`src/rtl/usb_tx_pkg.sv`:
```
`default_nettype none
// +----------------------------------------------------------------------+
// | usb_tx_pkg : shared types and line constants for the USB FS TX path   |
// | Rev 1.0                                                                |
// +----------------------------------------------------------------------+
package usb_tx_pkg;

  typedef enum logic [2:0] {
    IDLE    = 3'd0,
    SYNC    = 3'd1,
    DATA    = 3'd2,
    STUFF   = 3'd3,
    EOP_SE0 = 3'd4,
    EOP_J   = 3'd5
  } tx_state_t;

  localparam logic [7:0] SYNC_BYTE    = 8'h80;
  localparam logic [2:0] STUFF_LIMIT  = 3'd6;
  localparam int         EOP_SE0_BITS = 2;

  // {d_plus, d_minus}
  localparam logic [1:0] LINE_J   = 2'b10;
  localparam logic [1:0] LINE_K   = 2'b01;
  localparam logic [1:0] LINE_SE0 = 2'b00;

endpackage
`default_nettype wire

```
`src/rtl/usb_bit_timer.sv`:
```
`default_nettype none
// +----------------------------------------------------------------------+
// | usb_bit_timer : divides clk into USB bit times, strobe on last clk    |
// | Rev 1.0                                                                |
// +----------------------------------------------------------------------+
module usb_bit_timer #(
  parameter int CLKS_PER_BIT = 8
) (
  input  logic clk,
  input  logic rst,
  input  logic clear,
  output logic bit_strobe
);

  localparam int             CW   = $clog2(CLKS_PER_BIT);
  localparam logic [CW-1:0]  LAST = CW'(CLKS_PER_BIT - 1);

  logic [CW-1:0] count;

  always_ff @(posedge clk) begin
    if (rst || clear) begin
      count <= '0;
    end else if (count == LAST) begin
      count <= '0;
    end else begin
      count <= count + CW'(1);
    end
  end

  assign bit_strobe = (count == LAST);

endmodule
`default_nettype wire

```
`src/rtl/usb_tx_encoder.sv`:
```
`default_nettype none
// +----------------------------------------------------------------------+
// | usb_tx_encoder : USB FS transmit path - SYNC, stuffing, NRZI, EOP     |
// | Rev 1.0                                                                |
// +----------------------------------------------------------------------+
module usb_tx_encoder
  import usb_tx_pkg::*;
#(
  parameter int CLKS_PER_BIT = 8
) (
  input  logic       clk,
  input  logic       rst,
  input  logic [7:0] tx_data,
  input  logic       tx_valid,
  input  logic       tx_last,
  output logic       tx_ready,
  output logic       d_plus,
  output logic       d_minus,
  output logic       tx_active,
  output logic       tx_done,
  output logic       tx_err
);

  localparam logic [2:0] EOP_LAST = 3'(EOP_SE0_BITS - 1);

  tx_state_t  state, state_nx;
  logic [7:0] shreg, shreg_nx;
  logic [2:0] idx, idx_nx;
  logic [2:0] ones, ones_nx;
  logic       level, level_nx;      // NRZI level, 1 = J
  logic       last_byte, last_nx;
  logic [1:0] line, line_nx;
  logic       active, active_nx;
  logic       done, done_nx;
  logic       bit_strobe, start;
  logic       need_byte, send, send_bit;

  assign start = (state == IDLE) && tx_valid;

  usb_bit_timer #(.CLKS_PER_BIT(CLKS_PER_BIT)) u_timer (
    .clk        (clk),
    .rst        (rst),
    .clear      (start),
    .bit_strobe (bit_strobe)
  );

  always_ff @(posedge clk) begin
    if (rst) begin
      state     <= IDLE;
      shreg     <= '0;
      idx       <= '0;
      ones      <= '0;
      level     <= 1'b1;
      last_byte <= 1'b0;
      line      <= LINE_J;
      active    <= 1'b0;
      done      <= 1'b0;
    end else begin
      state     <= state_nx;
      shreg     <= shreg_nx;
      idx       <= idx_nx;
      ones      <= ones_nx;
      level     <= level_nx;
      last_byte <= last_nx;
      line      <= line_nx;
      active    <= active_nx;
      done      <= done_nx;
    end
  end

  always_comb begin
    state_nx  = state;
    shreg_nx  = shreg;
    idx_nx    = idx;
    ones_nx   = ones;
    level_nx  = level;
    last_nx   = last_byte;
    line_nx   = line;
    active_nx = active;
    done_nx   = 1'b0;
    tx_ready  = 1'b0;
    tx_err    = 1'b0;
    need_byte = 1'b0;
    send      = 1'b0;
    send_bit  = 1'b0;

    case (state)
      IDLE: begin
        line_nx  = LINE_J;
        level_nx = 1'b1;
        ones_nx  = '0;
        if (tx_valid) begin
          state_nx  = SYNC;
          active_nx = 1'b1;
          send      = 1'b1;
          send_bit  = SYNC_BYTE[0];
          shreg_nx  = {1'b0, SYNC_BYTE[7:1]};
          idx_nx    = 3'd1;
          last_nx   = 1'b0;
        end
      end
      SYNC: if (bit_strobe) begin
        if (idx != 3'd0) begin
          send     = 1'b1;
          send_bit = shreg[0];
          shreg_nx = shreg >> 1;
          idx_nx   = idx + 3'd1;
        end else begin
          need_byte = 1'b1;
        end
      end
      DATA, STUFF: if (bit_strobe) begin
        // stuff check precedes the byte boundary so a trailing sixth 1 still gets its stuff bit
        if (state == DATA && ones == STUFF_LIMIT) begin
          state_nx = STUFF;
          send     = 1'b1;
          send_bit = 1'b0;
        end else if (idx != 3'd0) begin
          state_nx = DATA;
          send     = 1'b1;
          send_bit = shreg[0];
          shreg_nx = shreg >> 1;
          idx_nx   = idx + 3'd1;
        end else begin
          need_byte = 1'b1;
        end
      end
      EOP_SE0: if (bit_strobe) begin
        if (idx == EOP_LAST) begin
          state_nx = EOP_J;
          line_nx  = LINE_J;
          level_nx = 1'b1;
        end else begin
          idx_nx = idx + 3'd1;
        end
      end
      EOP_J: if (bit_strobe) begin
        state_nx  = IDLE;
        active_nx = 1'b0;
        done_nx   = 1'b1;
        ones_nx   = '0;
      end
      default: state_nx = IDLE;
    endcase

    if (need_byte) begin
      if (!last_byte && tx_valid) begin
        tx_ready = 1'b1;
        state_nx = DATA;
        send     = 1'b1;
        send_bit = tx_data[0];
        shreg_nx = {1'b0, tx_data[7:1]};
        idx_nx   = 3'd1;
        last_nx  = tx_last;
      end else begin
        tx_err   = !last_byte;
        state_nx = EOP_SE0;
        line_nx  = LINE_SE0;
        idx_nx   = '0;
      end
    end

    if (send) begin
      level_nx = send_bit ? level : ~level;
      ones_nx  = send_bit ? ones + 3'd1 : 3'd0;
      line_nx  = level_nx ? LINE_J : LINE_K;
    end
  end

  assign d_plus    = line[1];
  assign d_minus   = line[0];
  assign tx_active = active;
  assign tx_done   = done;

endmodule
`default_nettype wire

```
`config.mk`:
```
export PLATFORM = sky130hd
export DESIGN_NAME = usb_tx_encoder
export DESIGN_NICKNAME = d
export VERILOG_FILES = /design/src/rtl/usb_tx_pkg.sv /design/src/rtl/usb_bit_timer.sv /design/src/rtl/usb_tx_encoder.sv
export SDC_FILE = /design/constraint.sdc
export NUM_CORES = 1
export LEC_CHECK = 0
export CAP_MARGIN = 25
export CORE_ASPECT_RATIO = 1.25
export CORE_UTILIZATION = 59
export CTS_BUF_LIST = sky130_fd_sc_hd__clkbuf_4 sky130_fd_sc_hd__clkbuf_8
export CTS_CLUSTER_SIZE = 40
export DETAILED_ROUTE_END_ITERATION = 7
export DONT_BUFFER_PORTS = 1
export PLACE_DENSITY = 0.84
export SLEW_MARGIN = 20
export SYNTH_ARGS = -nofsm -noshare
export SYNTH_HDL_FRONTEND = slang
export SYNTH_HIERARCHICAL = 1
export SYNTH_SLANG_ARGS = --single-unit
```
`constraint.sdc`:
```
create_clock -name clk -period 1.85 [get_ports clk]
set_input_delay 0.37 -clock clk [delete_from_list [all_inputs] [get_ports clk]]
set_output_delay 0.37 -clock clk [all_outputs]
set_load 0.01 [all_outputs]
```
Word level (Yosys, flattened, before mapping). Cells that the tools add are included. W data, S select, Z words.

$add $sub $neg: 3. Eq/ne operators: 23. Reductions and logical operators: 19. Muxes and demuxes: 74. Bitwise logic cells: 2.

Operators with widths (number): $mux W8 (7); $mux W3 (18); $mux W1 (33); $ne A3 B3 Y1 const B (11); $pmux W8 S3 (1); $pmux W3 S5 (1); $reduce_and A7 Y1 (2); $eq A3 B3 Y1 const B (4); $mux W2 (6); $pmux W3 S4 (1); $add A3 B1 Y3 const B (3); $reduce_bool A3 Y1 (3); $pmux W1 S2 (4); $eq A3 B1 Y1 const B (2); $eq A3 B2 Y1 const B (2); $ne A2 B2 Y1 const B (3); $pmux W3 S2 (1); $reduce_and A3 Y1 (2); $reduce_or A2 Y1 (3); $reduce_bool A5 Y1 (1); $ne A4 B4 Y1 const B (1); $pmux W2 S2 (1); $logic_and A1 B1 Y1 (3); $logic_not A3 Y1 (1); 6 further kinds (7).

Register bits: 26. Input bits: 12. Word-level logic and storage cells: 131.

Longest topological paths before layout. Gate-level depths: netlist of run 1.

Depth in word-level cells: 10. Gate-level depth with buffers: 9. Depth with buffers taken out: 8.

By module. The synthesis of run 1 kept the hierarchy.

Modules (own cells, without submodules): usb_tx_encoder (cells each 170, instances 1, area each 1360.1 µm², sequential area each 460.4 µm²); usb_bit_timer (cells each 8, instances 1, area each 108.9 µm², sequential area each 60.1 µm²).

Worst setup path after synthesis of run 1. No wires, ideal clock.

Path kind: register to register. Start: reg u_timer.count[0]. End: reg line[1]. Stages on the path, launching flop included: 8. Data required time: 1.731 ns. Library setup time: 0.119 ns. Arrival time: 1.808 ns. Path buffers: 0. Path slack: -0.077 ns. Path through: dfxtp_1 -> ha_1 -> ha_1 -> nand2b_1 -> o21bai_4 -> or3_1 -> a211o_1 -> o221a_2.

Word-level cells in the longest chain between the ends: 8.

RTL lines: start, declared (line usb_bit_timer.sv:18) `logic [CW-1:0] count;`; start signal, assigned (line usb_bit_timer.sv:26) `count <= count + CW'(1);`; $eq A3 B3 Y1 * (line usb_bit_timer.sv:30) `assign bit_strobe = (count == LAST);`; via bit_strobe (line usb_tx_encoder.sv:35) `logic bit_strobe, start;`; $mux W1, on equally long branches (line usb_tx_encoder.sv:112, usb_tx_encoder.sv:102); $pmux W1 S2 (line usb_tx_encoder.sv:87) `case (state)`; $mux W1 (line usb_tx_encoder.sv:147) `if (!last_byte && tx_valid) begin`; $mux W1 (line usb_tx_encoder.sv:146) `if (need_byte) begin`; $mux W1 (line usb_tx_encoder.sv:164) `level_nx = send_bit ? level : ~level;`; $mux W2 (line usb_tx_encoder.sv:166) `line_nx = level_nx ? LINE_J : LINE_K;`; $mux W2 * (line usb_tx_encoder.sv:163) `if (send) begin`; end signal, assigned (line usb_tx_encoder.sv:65) `line <= line_nx;`; end, declared (line usb_tx_encoder.sv:32) `logic [1:0] line, line_nx;`.

Mark *: on every way through the listed nets, which the timed path passes. The rest lies on a longest branch. A chain may end at the register's enable or synchronous reset.

Worst setup path after layout of run 1.
Start: reg u_timer.count[0]. End: reg idx[2].

Word-level cells in the longest chain between the ends: 5.

RTL lines: $eq A3 B3 Y1 * (line usb_bit_timer.sv:30); via bit_strobe (line usb_tx_encoder.sv:35); $mux W1, on equally long branches (line usb_tx_encoder.sv:112, usb_tx_encoder.sv:102); $pmux W1 S2 (line usb_tx_encoder.sv:87); $ne A3 B3 Y1 (no line) / $reduce_bool A5 Y1 (equally long branches); $reduce_and A7 Y1 (no line); end signal, assigned (line usb_tx_encoder.sv:61) `idx <= idx_nx;`; end, declared (line usb_tx_encoder.sv:28) `logic [2:0] idx, idx_nx;`.

Marks and branches as above.

==> flow_summary.toml, run 1 <==
[setup_path]
required_ps = 2120
worst-endpoint-arrival_ps = 2280
critical_path.max_fanout = 11
timing.critical_path.slowest_stage_cell = "o32a_1"
worstSetupEndpointType = "flip-flop"
sequence_of_cells_on_the_critical_path = "ha_4 -> ha_4 -> buf_4 -> buf_8 -> nand2_1 -> o21ai_1 -> o32a_1 -> a21boi_1 -> o21ai_1"
worst_setup_path_category = "reg2reg"
cp_slowest_stage_delay_ps = 420
worst_path_top_cell_family_by_delay = "compound AO/OA/AOI/OAI gates"
timing.critical_path.from_type = "flip-flop"
timing.critical_path.buf_inv = 2

[logic_synthesis]
fraction_of_synthesized_area_in_multiplexers_pct = 0.767
synth_xor_xnor_area_share_pct = 0
synth-edff-count = 0
syn_area_per_cell_um2 = 8.25
synth_top_area_share_pct = 35.4
combinational_family_with_the_most_area_after_synthesis = "compound AO/OA/AOI/OAI gates"
synth.top_cells.by_area = "dfxtp_1 35%, ha_1 6.0%, a221oi_1 4.8%"
compound_cell_area_share_of_the_yosys_netlist_pct = 26.2
syn_area_mm2 = 0.00147
synth_cells = 178
synth-adder-area-share_pct = 5.96
synth-main-ff-cell = "dfxtp_1"
synth.yosys.seq_area_share_pct = 35.4
synth.lib_cells_used.distinct = 47
ys.warnings.count = 6
yosys_reg_bits = 26
synth.most_common_cell = "dfxtp_1"
postSynthNetCount = 197
async_reset_ff_share_pct = 0
netlist.top_cell.by_area = "dfxtp_1"
post_synth_most_frequent_cells = "26 x dfxtp_1, 16 x nor2_1, 12 x nand2_1, 12 x nor3_1, 10 x inv_1"
synthSimpleGateAreaFrac_pct = 25.2

[die]
dieHeight_um = 57.8
ios = 18
fp.dieArea_mm2 = 0.00269
placeableCoreArea_mm2 = 0.00228
dieWidth_um = 46.6
effective_utilization_at_floorplan_pct = 64.4
fp-row-count = 19

[power]
total_power_per_unit_cell_area_mw_per_mm2 = 586
post-layout-total-power_uw = 1160
vdd.ir_drop.worst_v = 0.000507
static-leakage-power_uw = 0.000749

[global_routing]
first_global_vias = 1523
initial_antenna_violation_count = 0
largest_net_degree_at_the_start_of_global_routing = 25
global_route_wire_length_before_repair_um = 7320
global_route.usage.total_pct = 38.3
gr-total-overflow = 0

[timing]
worst_pin_slew_ps = 448
setup_viol_count_final = 9
finalCritPeriodShare_pct = 109
finalWorstPathRequiredPeriod_ps = 2010
finalHoldWorstSlack_ps = 70.8
timing.clock.skew_ps = 3.75
final_critical_path_setup_slack_ps = -162
timing.slew.headroom_pct = 70.1
tns_ps = -874
report.final.hold_viol_count = 0
report.final.slew_viol_count = 0
grt_setup_unrepaired = "true"
max_freq_ghz = 0.497

[finish]
antenna_cells = 0
multiInputGateArea_mm2 = 0.00105
final_area_mm2 = 0.00198
post_synthesis_to_final_layout_area_growth_pct = 34.6
filler_cell_count = 119
share_of_cells_above_drive_strength_1_pct = 38.7
num-nets-final = 224
seq_area_um2 = 529

[clock_tree]
ctsRootBufferMaster = "clkbuf_4"
htree_levels = 1
cts_made_buffers = 3
cts.path.max_buffers = 2
tritoncts = "done"
cts.sink_count = 26
clock_insertion_delay_at_the_later_pin_of_the_skew_report_ps = 340
post_cts_hold_buffer_count = 0
cts.reportedPaths.clkPinSlew_ps = 140

[placement]
dp_worst_setup_slack_ps = -67.9
placement.io_buffers = 0
gp_congestion = 0.922
place_area_mm2 = 0.00164
post-dp-hpwl_um = 2760

[hold_path]
holdCritPathClass = "in2reg"

[detailed_routing]
drt_iter0_drc = 134
totalWireLength_um = 5380
ant_nets = 0
routed_via_density = 7.33
wl_per_cell_um = 22.9
dr_pass1_iterations = 5
drc_errors = 0
detailroute.via_count = 1723

[status]
status = "finished, violations left"
violations = "setup timing"

[run]
max-cap-violations = 0
metal layers:
metal | track usage (%) | up-vias | part of all wire [%]
li1 | - | 712 | -
met1 | 46.2 | 806 | 35
met3 | 6.54 | 58 | 8.8
met5 | 0 | - | 0
met4 | 22.9 | 0 | 8.8
met2 | 61.7 | 147 | 48
area by class of cell:
cell class | count | area share [%]
Multi-Input combinational cell | 130 | 53.4
Sequential cell | 26 | 26.8
Timing Repair Buffer | 31 | 12.3
Inverter | 12 | 2.53
Tap cell | 31 | 1.96
Clock inverter | 1 | 1.52
Clock buffer | 3 | 1.14
Timing Repair inverter | 1 | 0.380
cells by family after synthesis:
group | after synthesis
AOI/OAI and AO/OA | 53
adders and majority gates | 7
DFF | 26
muxes | 1
buffers and inverters | 22
and+or+nand+nor | 69
cell usage in the layout, fill, tap and decap left out, types with 6 or more instances in the layout:
master | netlist | routed
a21oi_1 | 7 | 7
nor3_1 | 12 | 10
nor2_1 | 16 | 14
buf_4 | 2 | 29
nand2_1 | 12 | 11
dfxtp_1 | 26 | 19
dfxtp_2 | 0 | 7
inv_1 | 10 | 10
o21ai_0 | 7 | 6
worst register-to-register path: cells and delay by family, from the launching register on:
family                   cells  cell delay [ps]
AO/OA/AOI/OAI                4              860
adder cells (fa/ha/maj)      2              330
buffers and inverters        2              290
flip-flops                   1              360
AND/OR/NAND/NOR              1              100
registers in the layout (all words and copies together) (netlist names):
name and cells:
shreg 8, idx 3, ones 3, state 3, u_timer/count 3, line 2, last_byte 1, level 1
tx_active 1, tx_done 1
final timing paths:
path | endpoint | start | slack, ps | cells after the start
max reg2reg | idx[2] | u_timer/count[0] | -160 | 9
min reg2reg | u_timer/count[0] | u_timer/count[0] | 440 | 1
min | idx[1] | rst | 70 | 1
max | idx[2] | u_timer/count[0] | -160 | 9
stage by stage:
step / utilization (%) / cells
2_1_floorplan: - / 178
3_3_place_gp: 71.7 / 221
3_5_place_dp: 71.7 / 221
4_1_cts: 80.4 / 234
5_1_grt: 86.6 / 235
6_report: 86.6 / 235
where the power goes:
group	total [uW]	switching, uW	internal [uW]	leakage (uW)
Combinational	161	94.4	66.8	0.000507
Sequential	595	18.4	577	0.000214
Clock	401	182	220	0.0000279
Total	1160	295	864	0.000749
timing repair:
item	CTS	global route
pin swaps	4	6
resized for setup	20	29
cloned	1	0
endpoints found under the setup margin	12	17
setup buffers	8	1
(Power assumes the default switching activity.)
==> run 2: changes to the inputs <==
--- a/config.mk
+++ b/config.mk
@@ -9,3 +9,3 @@
 export CORE_ASPECT_RATIO = 1.25
-export CORE_UTILIZATION = 59
+export CORE_UTILIZATION = 60
 export CTS_BUF_LIST = sky130_fd_sc_hd__clkbuf_4 sky130_fd_sc_hd__clkbuf_8
@@ -14,3 +14,3 @@
 export DONT_BUFFER_PORTS = 1
-export PLACE_DENSITY = 0.84
+export PLACE_DENSITY = 0.82
 export SLEW_MARGIN = 20
==> constraint.sdc (replaced) <==
create_clock -name clk -period 2.5 [get_ports clk]
set_input_delay 0.125 -clock clk [delete_from_list [all_inputs] [get_ports clk]]
set_output_delay 0.125 -clock clk [all_outputs]
set_load 0.01 [all_outputs]
==> flow_summary.toml, run 2 (synthesis gave the netlist of run 1 again) <==
[status]
status = "completed"

[setup_path]
worst_reg2reg_path_startpoint = "u_timer/count[0]"
critical_path.max_fanout = 10
required_ps = 2380
reg2regPathDepth = 8
worst-endpoint-arrival_ps = 2040
worst_setup_path_category = "reg2out"
r2r_end = "shreg[5]"
register_to_register_setup_slack_ps = 430
worstSetupEndpointType = "output pin"
timing.critical_path.from_type = "flip-flop"

[clock_tree]
clock_insertion_delay_at_the_later_pin_of_the_skew_report_ps = 340
post_cts_hold_buffer_count = 9
htree_levels = 1
ctsRootBufferMaster = "clkbuf_4"
cts.repair_timing.setup_buffer_count = 0
cts_made_buffers = 3
cts.path.max_buffers = 2
cts.sink_count = 26
cts-resized-gates = 0
tritoncts = "done"
cts.reportedPaths.clkPinSlew_ps = 150

[finish]
post_synthesis_to_final_layout_area_growth_pct = 11.1
antenna_cells = 0
flip_flop_count_of_the_largest_register_after_layout = 8
num-nets-final = 205
layout_commonest_cell = "dfxtp_1"
share_of_cells_above_drive_strength_1_pct = 8.11
regMostFlops = "shreg"
layout.cells.most_common_list = "26 x dfxtp_1, 16 x nor2_1, 12 x nor3_1, 12 x nand2_1, 10 x inv_1"

[hold_path]
holdCritPathClass = "in2reg"
timing.hold.worst.start = "rst"
whs_endpoint = "line[0]"
hold_path_depth = 2

[timing]
finalCritPeriodShare_pct = 86.4
report.final.slew_viol_count = 0
max_freq_ghz = 0.463
report.final.hold_viol_count = 0
timing.slew.headroom_pct = 49.7
finalWorstPathRequiredPeriod_ps = 2160
setup_viol_count_final = 0
tns_ps = 0
worst_pin_slew_ps = 751
grt_setup_unrepaired = "false"
timing.clock.skew_ps = 6.69
final_critical_path_setup_slack_ps = 339

[placement]
gp_congestion = 0.888
post-dp-hpwl_um = 2380
dp_worst_setup_slack_ps = 495
placement.io_buffers = 0

[global_routing]
largest_net_degree_at_the_start_of_global_routing = 21
gr-total-overflow = 0
global_route_wire_length_before_repair_um = 5460
global_route.usage.total_pct = 27.5
initial_antenna_violation_count = 0
first_global_vias = 1324

[run]
max-cap-violations = 0

[power]
internal_power_uw = 629
seq_power_share_pct = 53.2
power.combinational.fraction_pct = 10.8
total_power_per_unit_cell_area_mw_per_mm2 = 507
switching_share_of_power_pct = 24.1
clock_power_share_pct = 36.0
static-leakage-power_uw = 0.000626
vdd.ir_drop.worst_v = 0.000468
switching_power_uw = 199

[detailed_routing]
drc_errors = 0
routed_via_density = 6.59
totalWireLength_um = 3350
detailroute.via_count = 1424
dr_pass1_iterations = 4
drt_iter0_drc = 70
ant_nets = 0
wl_per_cell_um = 15.5

[die]
dieHeight_um = 57.3
dieWidth_um = 46.3
ios = 18
placeableCoreArea_mm2 = 0.00226
fp-row-count = 19
effective_utilization_at_floorplan_pct = 65.0
fp.dieArea_mm2 = 0.00265
## run 2: per-layer routing
| layer | wire [um] | GRT usage [%] | vias to the layer above |
|---|---|---|---|
| met2 | 1660 | 45.5 | 79 |
| li1 | - | - | 678 |
| met5 | 0 | 0 | - |
| met1 | 1350 | 33.3 | 654 |
| met4 | 88 | 13.0 | 0 |
| met3 | 242 | 4.75 | 13 |
## run 2: layout make-up
| class | count | area, um2 |
|---|---|---|
| clock buffer | 3 | 22.5 |
| clock inverter | 1 | 30.0 |
| fill | 178 | 627 |
| inverter | 12 | 45.0 |
| multi-input combinational | 130 | 855 |
| sequential | 26 | 520 |
| tap | 31 | 38.8 |
| timing repair buffer | 13 | 120 |
## run 2: power groups by stage
stage | Sequential, uW | Combinational (uW) | Clock [uW]
after CTS | 440 | 87.7 | 297
final | 440 | 89.4 | 298
after global placement | 449 | 68.4 | 0
after detailed placement | 449 | 71.6 | 0
after floorplan | 444 | 65.5 | 0
after global routing | 443 | 96.9 | 313
## run 2: stage by stage
| step | std cells | hold slack (ps) | util [%] | total power, uW | area, um2 |
|---|---|---|---|---|---|
| final | 216 | 2.98 | 72.2 | 828 | 1630 |
| after global placement | 203 | 197 | 65.9 | 517 | 1490 |
| after floorplan | 178 | 203 | - | 510 | 1470 |
| after CTS | 216 | 1.74 | 72.2 | 825 | 1630 |
| after detailed placement | 203 | 198 | 65.9 | 521 | 1490 |
| after global routing | 216 | 9.04 | 72.2 | 852 | 1630 |
## run 2: critical path: stages, from the launching register on
cell,delay [ps]
dfxtp_1,390
inv_1,60
ha_1,220
a21boi_1,300
o21bai_4,130
nand2b_1,350
inv_2,250
## run 2: worst max-delay path by stage
stage | start | to | slack [ps] | cells past startpoint
2_1_floorplan | u_timer/count[0] | line[1] | 570 | 7
3_3_place_gp | ones[0] | line[1] | 560 | 7
3_5_place_dp | u_timer/count[0] | shreg[5] | 500 | 8
4_1_cts | ones[0] | tx_ready | 350 | 6
5_1_grt | ones[0] | tx_ready | 200 | 6
6_report | ones[0] | tx_ready | 340 | 6
